$ cat src/rtl/mole_light_sequencer.sv
// Whack-a-mole light sequencer: pseudo-random light selection, hit/miss/wrong detection, saturating scores.
// Optional macro MOLE_NO_REPEAT_EN: never light the same index twice in a row.
module mole_light_sequencer #(
    parameter int NUM_LIGHTS = 9,
    parameter int TIME_W     = 28,
    parameter int CNT_W      = 8
) (
    input  logic                  clk,
    input  logic                  reset,
    input  logic                  enable,
    input  logic                  load_seed,
    input  logic [15:0]           seed,
    input  logic [TIME_W-1:0]     on_time,
    input  logic [TIME_W-1:0]     gap_time,
    input  logic [NUM_LIGHTS-1:0] hit_btn,
    output logic [NUM_LIGHTS-1:0] lights,
    output logic [3:0]            active_idx,
    output logic                  hit_pulse,
    output logic                  miss_pulse,
    output logic                  wrong_pulse,
    output logic [CNT_W-1:0]      hit_count,
    output logic [CNT_W-1:0]      miss_count
);

    typedef enum logic [1:0] {
        S_IDLE = 2'd0,
        S_GAP  = 2'd1,
        S_ON   = 2'd2
    } state_t;

    localparam logic [15:0]       NL16     = 16'(NUM_LIGHTS);
    localparam logic [TIME_W-1:0] T_ONE    = TIME_W'(1);
    localparam logic [NUM_LIGHTS-1:0] ONE_HOT0 = NUM_LIGHTS'(1);

    function automatic logic [CNT_W-1:0] sat_inc(input logic [CNT_W-1:0] v);
        return (&v) ? v : v + CNT_W'(1);
    endfunction

    state_t                r_state, w_state_nxt;
    logic [TIME_W-1:0]     r_timer, w_timer_nxt;
    logic [15:0]           r_lfsr, w_lfsr_nxt;
    logic [NUM_LIGHTS-1:0] r_btn_q;
    logic [NUM_LIGHTS-1:0] r_lights, w_lights_nxt;
    logic [3:0]            r_idx, w_idx_nxt;
    logic                  r_hit, w_hit_nxt;
    logic                  r_miss, w_miss_nxt;
    logic                  r_wrong, w_wrong_nxt;
    logic [CNT_W-1:0]      r_hit_cnt, w_hit_cnt_nxt;
    logic [CNT_W-1:0]      r_miss_cnt, w_miss_cnt_nxt;

    logic [NUM_LIGHTS-1:0] w_press;
    logic                  w_hit_evt;
    logic                  w_wrong_evt;
    logic [TIME_W-1:0]     w_gap_len;
    logic [TIME_W-1:0]     w_on_len;
    logic                  w_fb;
    logic [3:0]            w_sel_raw;
    logic [3:0]            w_sel;
    logic [NUM_LIGHTS-1:0] w_sel_mask;

    // While ON, r_lights is exactly the one-hot mask of the lit index.
    assign w_press     = hit_btn & ~r_btn_q;
    assign w_hit_evt   = |(w_press & r_lights);
    assign w_wrong_evt = |(w_press & ~r_lights);
    assign w_gap_len   = (gap_time == '0) ? T_ONE : gap_time;
    assign w_on_len    = (on_time == '0) ? T_ONE : on_time;
    assign w_fb        = r_lfsr[15] ^ r_lfsr[13] ^ r_lfsr[12] ^ r_lfsr[10];
    assign w_sel_raw   = 4'(r_lfsr % NL16);

`ifdef MOLE_NO_REPEAT_EN
    localparam logic [4:0] PREV_NONE = 5'(NUM_LIGHTS);
    localparam logic [3:0] LAST_IDX  = 4'(NUM_LIGHTS - 1);
    logic [4:0] r_prev, w_prev_nxt;

    assign w_sel = ({1'b0, w_sel_raw} == r_prev)
                 ? ((w_sel_raw == LAST_IDX) ? 4'd0 : w_sel_raw + 4'd1)
                 : w_sel_raw;
`else
    assign w_sel = w_sel_raw;
`endif

    assign w_sel_mask = ONE_HOT0 << w_sel;
    assign w_lfsr_nxt = load_seed ? ((seed == 16'h0000) ? 16'h0001 : seed)
                                  : {r_lfsr[14:0], w_fb};

    always_comb begin
        w_state_nxt    = r_state;
        w_timer_nxt    = r_timer;
        w_lights_nxt   = r_lights;
        w_idx_nxt      = r_idx;
        w_hit_nxt      = 1'b0;
        w_miss_nxt     = 1'b0;
        w_wrong_nxt    = 1'b0;
        w_hit_cnt_nxt  = r_hit_cnt;
        w_miss_cnt_nxt = r_miss_cnt;
`ifdef MOLE_NO_REPEAT_EN
        w_prev_nxt     = r_prev;
`endif
        if (!enable) begin
            w_state_nxt  = S_IDLE;
            w_lights_nxt = '0;
            w_idx_nxt    = 4'd0;
        end else begin
            case (r_state)
                S_IDLE: begin
                    w_state_nxt  = S_GAP;
                    w_timer_nxt  = w_gap_len;
                    w_lights_nxt = '0;
                    w_idx_nxt    = 4'd0;
                end
                S_GAP: begin
                    if (r_timer <= T_ONE) begin
                        w_state_nxt  = S_ON;
                        w_timer_nxt  = w_on_len;
                        w_lights_nxt = w_sel_mask;
                        w_idx_nxt    = w_sel;
`ifdef MOLE_NO_REPEAT_EN
                        w_prev_nxt   = {1'b0, w_sel};
`endif
                    end else begin
                        w_timer_nxt = r_timer - T_ONE;
                    end
                end
                S_ON: begin
                    w_wrong_nxt = w_wrong_evt;
                    // A hit on the final ON cycle takes precedence over the timeout.
                    if (w_hit_evt || (r_timer <= T_ONE)) begin
                        w_state_nxt  = S_GAP;
                        w_timer_nxt  = w_gap_len;
                        w_lights_nxt = '0;
                        w_idx_nxt    = 4'd0;
                        if (w_hit_evt) begin
                            w_hit_nxt     = 1'b1;
                            w_hit_cnt_nxt = sat_inc(r_hit_cnt);
                        end else begin
                            w_miss_nxt     = 1'b1;
                            w_miss_cnt_nxt = sat_inc(r_miss_cnt);
                        end
                    end else begin
                        w_timer_nxt = r_timer - T_ONE;
                    end
                end
                default: begin
                    w_state_nxt  = S_IDLE;
                    w_lights_nxt = '0;
                    w_idx_nxt    = 4'd0;
                end
            endcase
        end
    end

    always_ff @(posedge clk) begin
        if (!reset) begin
            r_state    <= S_IDLE;
            r_timer    <= '0;
            r_lfsr     <= 16'h0001;
            r_btn_q    <= '0;
            r_lights   <= '0;
            r_idx      <= 4'd0;
            r_hit      <= 1'b0;
            r_miss     <= 1'b0;
            r_wrong    <= 1'b0;
            r_hit_cnt  <= '0;
            r_miss_cnt <= '0;
        end else begin
            r_state    <= w_state_nxt;
            r_timer    <= w_timer_nxt;
            r_lfsr     <= w_lfsr_nxt;
            r_btn_q    <= hit_btn;
            r_lights   <= w_lights_nxt;
            r_idx      <= w_idx_nxt;
            r_hit      <= w_hit_nxt;
            r_miss     <= w_miss_nxt;
            r_wrong    <= w_wrong_nxt;
            r_hit_cnt  <= w_hit_cnt_nxt;
            r_miss_cnt <= w_miss_cnt_nxt;
        end
    end

`ifdef MOLE_NO_REPEAT_EN
    always_ff @(posedge clk) begin
        if (!reset) begin
            r_prev <= PREV_NONE;
        end else begin
            r_prev <= w_prev_nxt;
        end
    end
`endif

    assign lights      = r_lights;
    assign active_idx  = r_idx;
    assign hit_pulse   = r_hit;
    assign miss_pulse  = r_miss;
    assign wrong_pulse = r_wrong;
    assign hit_count   = r_hit_cnt;
    assign miss_count  = r_miss_cnt;

endmodule
$ cat config.mk
export PLATFORM = sky130hd
export DESIGN_NAME = mole_light_sequencer
export DESIGN_NICKNAME = d
export VERILOG_FILES = /design/src/rtl/mole_light_sequencer.sv
export SDC_FILE = /design/constraint.sdc
export NUM_CORES = 1
export LEC_CHECK = 0
export BUFFER_PORTS_ARGS = -buffer_cell sky130_fd_sc_hd__buf_2
export CAP_MARGIN = 20
export CORE_MARGIN = 1.5
export CORE_UTILIZATION = 62
export DETAILED_ROUTE_END_ITERATION = 6
export HOLD_SLACK_MARGIN = 0.06
export PLACE_DENSITY_LB_ADDON = 0.25
export SETUP_SLACK_MARGIN = 0.1
export SYNTH_ARGS = -nofsm -noshare
export SYNTH_HDL_FRONTEND = slang
export SYNTH_SLANG_ARGS = --single-unit
$ cat constraint.sdc
create_clock -name clk -period 12.6 [get_ports clk]
set_input_delay 3.78 -clock clk [delete_from_list [all_inputs] [get_ports clk]]
set_output_delay 3.78 -clock clk [all_outputs]
set_load 0.03 [all_outputs]
==> results.txt <==
CTS buffer count = 9
slew margin rel. = 0.328
r2r setup slk = 4.40 ns
max_cap viols = 0
HP Class = flop to flop
worst path arrival time = 8.46 ns
H-tree Lvls = 3
Tot Pwr = 1.75 mW
die area = 12000 µm²
Ys Warns = 0
Synth Area in Adders = 0.0228
fillcell total = 914
Area Overhead vs Synth = 12.4%
Post-Syn Area per Cell = 7.81 µm²
Worst Setup Start Kind = flop
Worst Hold Path EP = active_idx[2]
CTS Root Cell = clkbuf_16
First-pass DRT Iterations = 5
reg-to-reg endpoint = lights[6]
Syn Inst Count = 901
vias in the first global route = 6513
RSZ-0062 raised after global routing = false
ANT nets after route = 0
Mapped Area = 7030 µm²
post-route clock period utilization = 0.651
reg2reg path depth = 28
pin count of the biggest net entering global routing = 57
syn nets = 998
CTS tree = done
top_reg_cell synth = dfxtp_1
Final Hold Violating Endpoints = 0
Synth Area in XOR/XNOR = 0.0608
CP Capture Type = flop
post-synthesis sequential area ratio = 0.248
Starting DRT DRC Count = 678
IO buf count = 116
Final setup viols = 0
Clock Skew = 0.0125 ns
reg2reg start = r_lfsr[11]
hold path depth = 2
Final Worst Setup Slack = 4.40 ns
simple-gate share of the synthesized area = 0.284
antenna violations before repair = 0
power per cell area = 221 nW/µm²
hold_buf cts = 0
Clock Path Buffers = 2
Post-Route WL = 19.4 mm
most frequent cells in the layout = buf_2 (117), nand2_1 (108), dfxtp_1 (87), o21ai_0 (54), nor2_1 (48)
total core area = 10900 µm²
Site Rows = 38
clk sinks = 87
first-pass GRT wire length = 31.7 mm
setup TNS = 0 ns
grt total ovfl = 0
Initial Util = 0.643
worst path required time = 12.86 ns
max incr delay on CP = 0.77 ns
Diodes inserted = 0
via count = 7403
# resized after CTS = 0
status = completed
hold_ws = 0.458 ns
Synth async-reset ratio = 0
min Tclk post-route = 8.20 ns
Max IR drop VDD = 229 µV
Hold Crit Start = active_idx[2]
max frequency = 0.122 GHz
CP max FO = 23
commonest non-fill, non-tap cell in the layout = buf_2
layout cells sized above 1 = 0.180
Synth cell types = 101
WL/cell = 17.1 µm
total global-route track usage = 0.330
Synth Register Bits = 87
largest family of logic cells by synthesized area = compound AO/OA/AOI/OAI gates
Total Nets Final = 1082
Final Max Tran Viols = 0
Post-synth EDFFs = 0
Vias/cell = 6.55
detailed placement HPWL = 14.0 mm
DP Worst Slack = 4.60 ns
top cell type's share of synthesized area = 0.248
clk slew on worst S/H paths = 0.06 ns
Static Leak = 3.32 nW
routability cong. = 1.00
multiplexer share of the synthesized area = 0.0398
drt drc = 0
Crit-path slowest cell = dfxtp_1
setup bufs post-CTS = 0
fraction of the mapped netlist area in compound gates = 0.294
post-synth top area cell = dfxtp_1
Crit Path Category = flop to flop
clock latency on the worst-skew pair = 0.36 ns
# IOs = 117
Synth area leaders = dfxtp_1 (25%), nand2_1 (5.8%), xnor2_1 (4.6%)
Die Width = 110 µm
Die Span Y = 110 µm
Slew @ Worst Pin = 1.01 ns
[metal layers]
metal	track usage	vias to the layer above	wire length, µm
met5	0	-	0
met1	0.450	3423	8620
li1	-	3558	-
met3	0.0658	46	1610
met4	0.134	0	518
met2	0.510	376	8630
[critical path, delay by kind of cell, from the launching register on]
family	cells	cell delay, ns
AND/OR/NAND/NOR	5	0.95
buffers and inverters	3	0.31
multiplexers	2	0.72
flip-flops	1	0.77
AO/OA/AOI/OAI	15	4.72
adder cells (fa/ha/maj)	2	0.44
XOR/XNOR	1	0.18
[sequential cells by signal, summed over array words and instances, names as in the netlist]
name,count
active_idx,4
hit_pulse,1
r_lfsr,16
miss_count,8
miss_pulse,1
r_btn_q,9
wrong_pulse,1
r_timer,28
r_state,2
lights,9
hit_count,8
[where the power goes]
group,total (mW),internal (mW),switching [mW]
Combinational,1.18,0.444,0.735
Clock,0.251,0.134,0.117
Sequential,0.318,0.292,0.0252
Total,1.75,0.870,0.877
[kinds of logic (layout without fill, tap and decap cells)]
group | Yosys count | count (layout)
adders and majority gates | 13 | 13
buffers and inverters | 83 | 172
xor gates and xnor gates | 48 | 48
AOI/OAI and AO/OA | 267 | 267
muxes | 26 | 26
and+or+nand+nor | 377 | 377
DFF | 87 | 87
[synth_stat cells, drive strengths merged, types with 5 or more instances]
library cell  instances
xnor2                37
nand2b                9
nand2               109
nand3                25
nand4                17
clkbuf               37
a21boi                6
and3                  5
nor2                 48
a22o                  8
o211a                31
o31ai                 8
and2                 25
dfxtp                87
a21o                  5
inv                  31
ha                   12
o22ai                 7
buf                  14
nor4                 33
a311oi                7
nand3b               10
a22oi                30
o211ai                7
a32oi                 6
nor3b                15
mux2i                23
nor3                 25
a21oi                26
a211oi               12
or3                  12
o21ai                61
nor2b                27
xor2                 11
[layout make-up]
cell class,count,area (µm²),area share
well taps,140,175,0.0222
clock inverters,5,35.0,0.00443
inverters,32,120,0.0152
clock buffers,11,233,0.0294
repair buffers,124,646,0.0817
flip-flops and latches,87,1740,0.220
multi-input cells,731,4960,0.627
[worst max path at each step]
| stage | from | endpoint | slack, ns | cells past startpoint |
|---|---|---|---|---|
| final | r_lfsr[11] | lights[6] | 4.40 | 28 |
| after floorplan | r_lfsr[12] | lights[0] | 5.89 | 30 |
| after CTS | r_lfsr[11] | lights[6] | 4.55 | 28 |
| after global placement | r_lfsr[11] | lights[6] | 4.82 | 28 |
| after detailed placement | r_lfsr[11] | lights[6] | 4.60 | 28 |
| after global routing | r_lfsr[11] | lights[6] | 3.73 | 28 |
[through the flow]
stage                     utilization  cell area (µm²)  std cells
final                           0.723             7910       1130
after global routing            0.723             7910       1130
after CTS                       0.721             7890       1128
after detailed placement        0.697             7620       1112
after global placement          0.697             7620       1112
after floorplan                     -             7030        901
(Power assumes the default switching activity.)
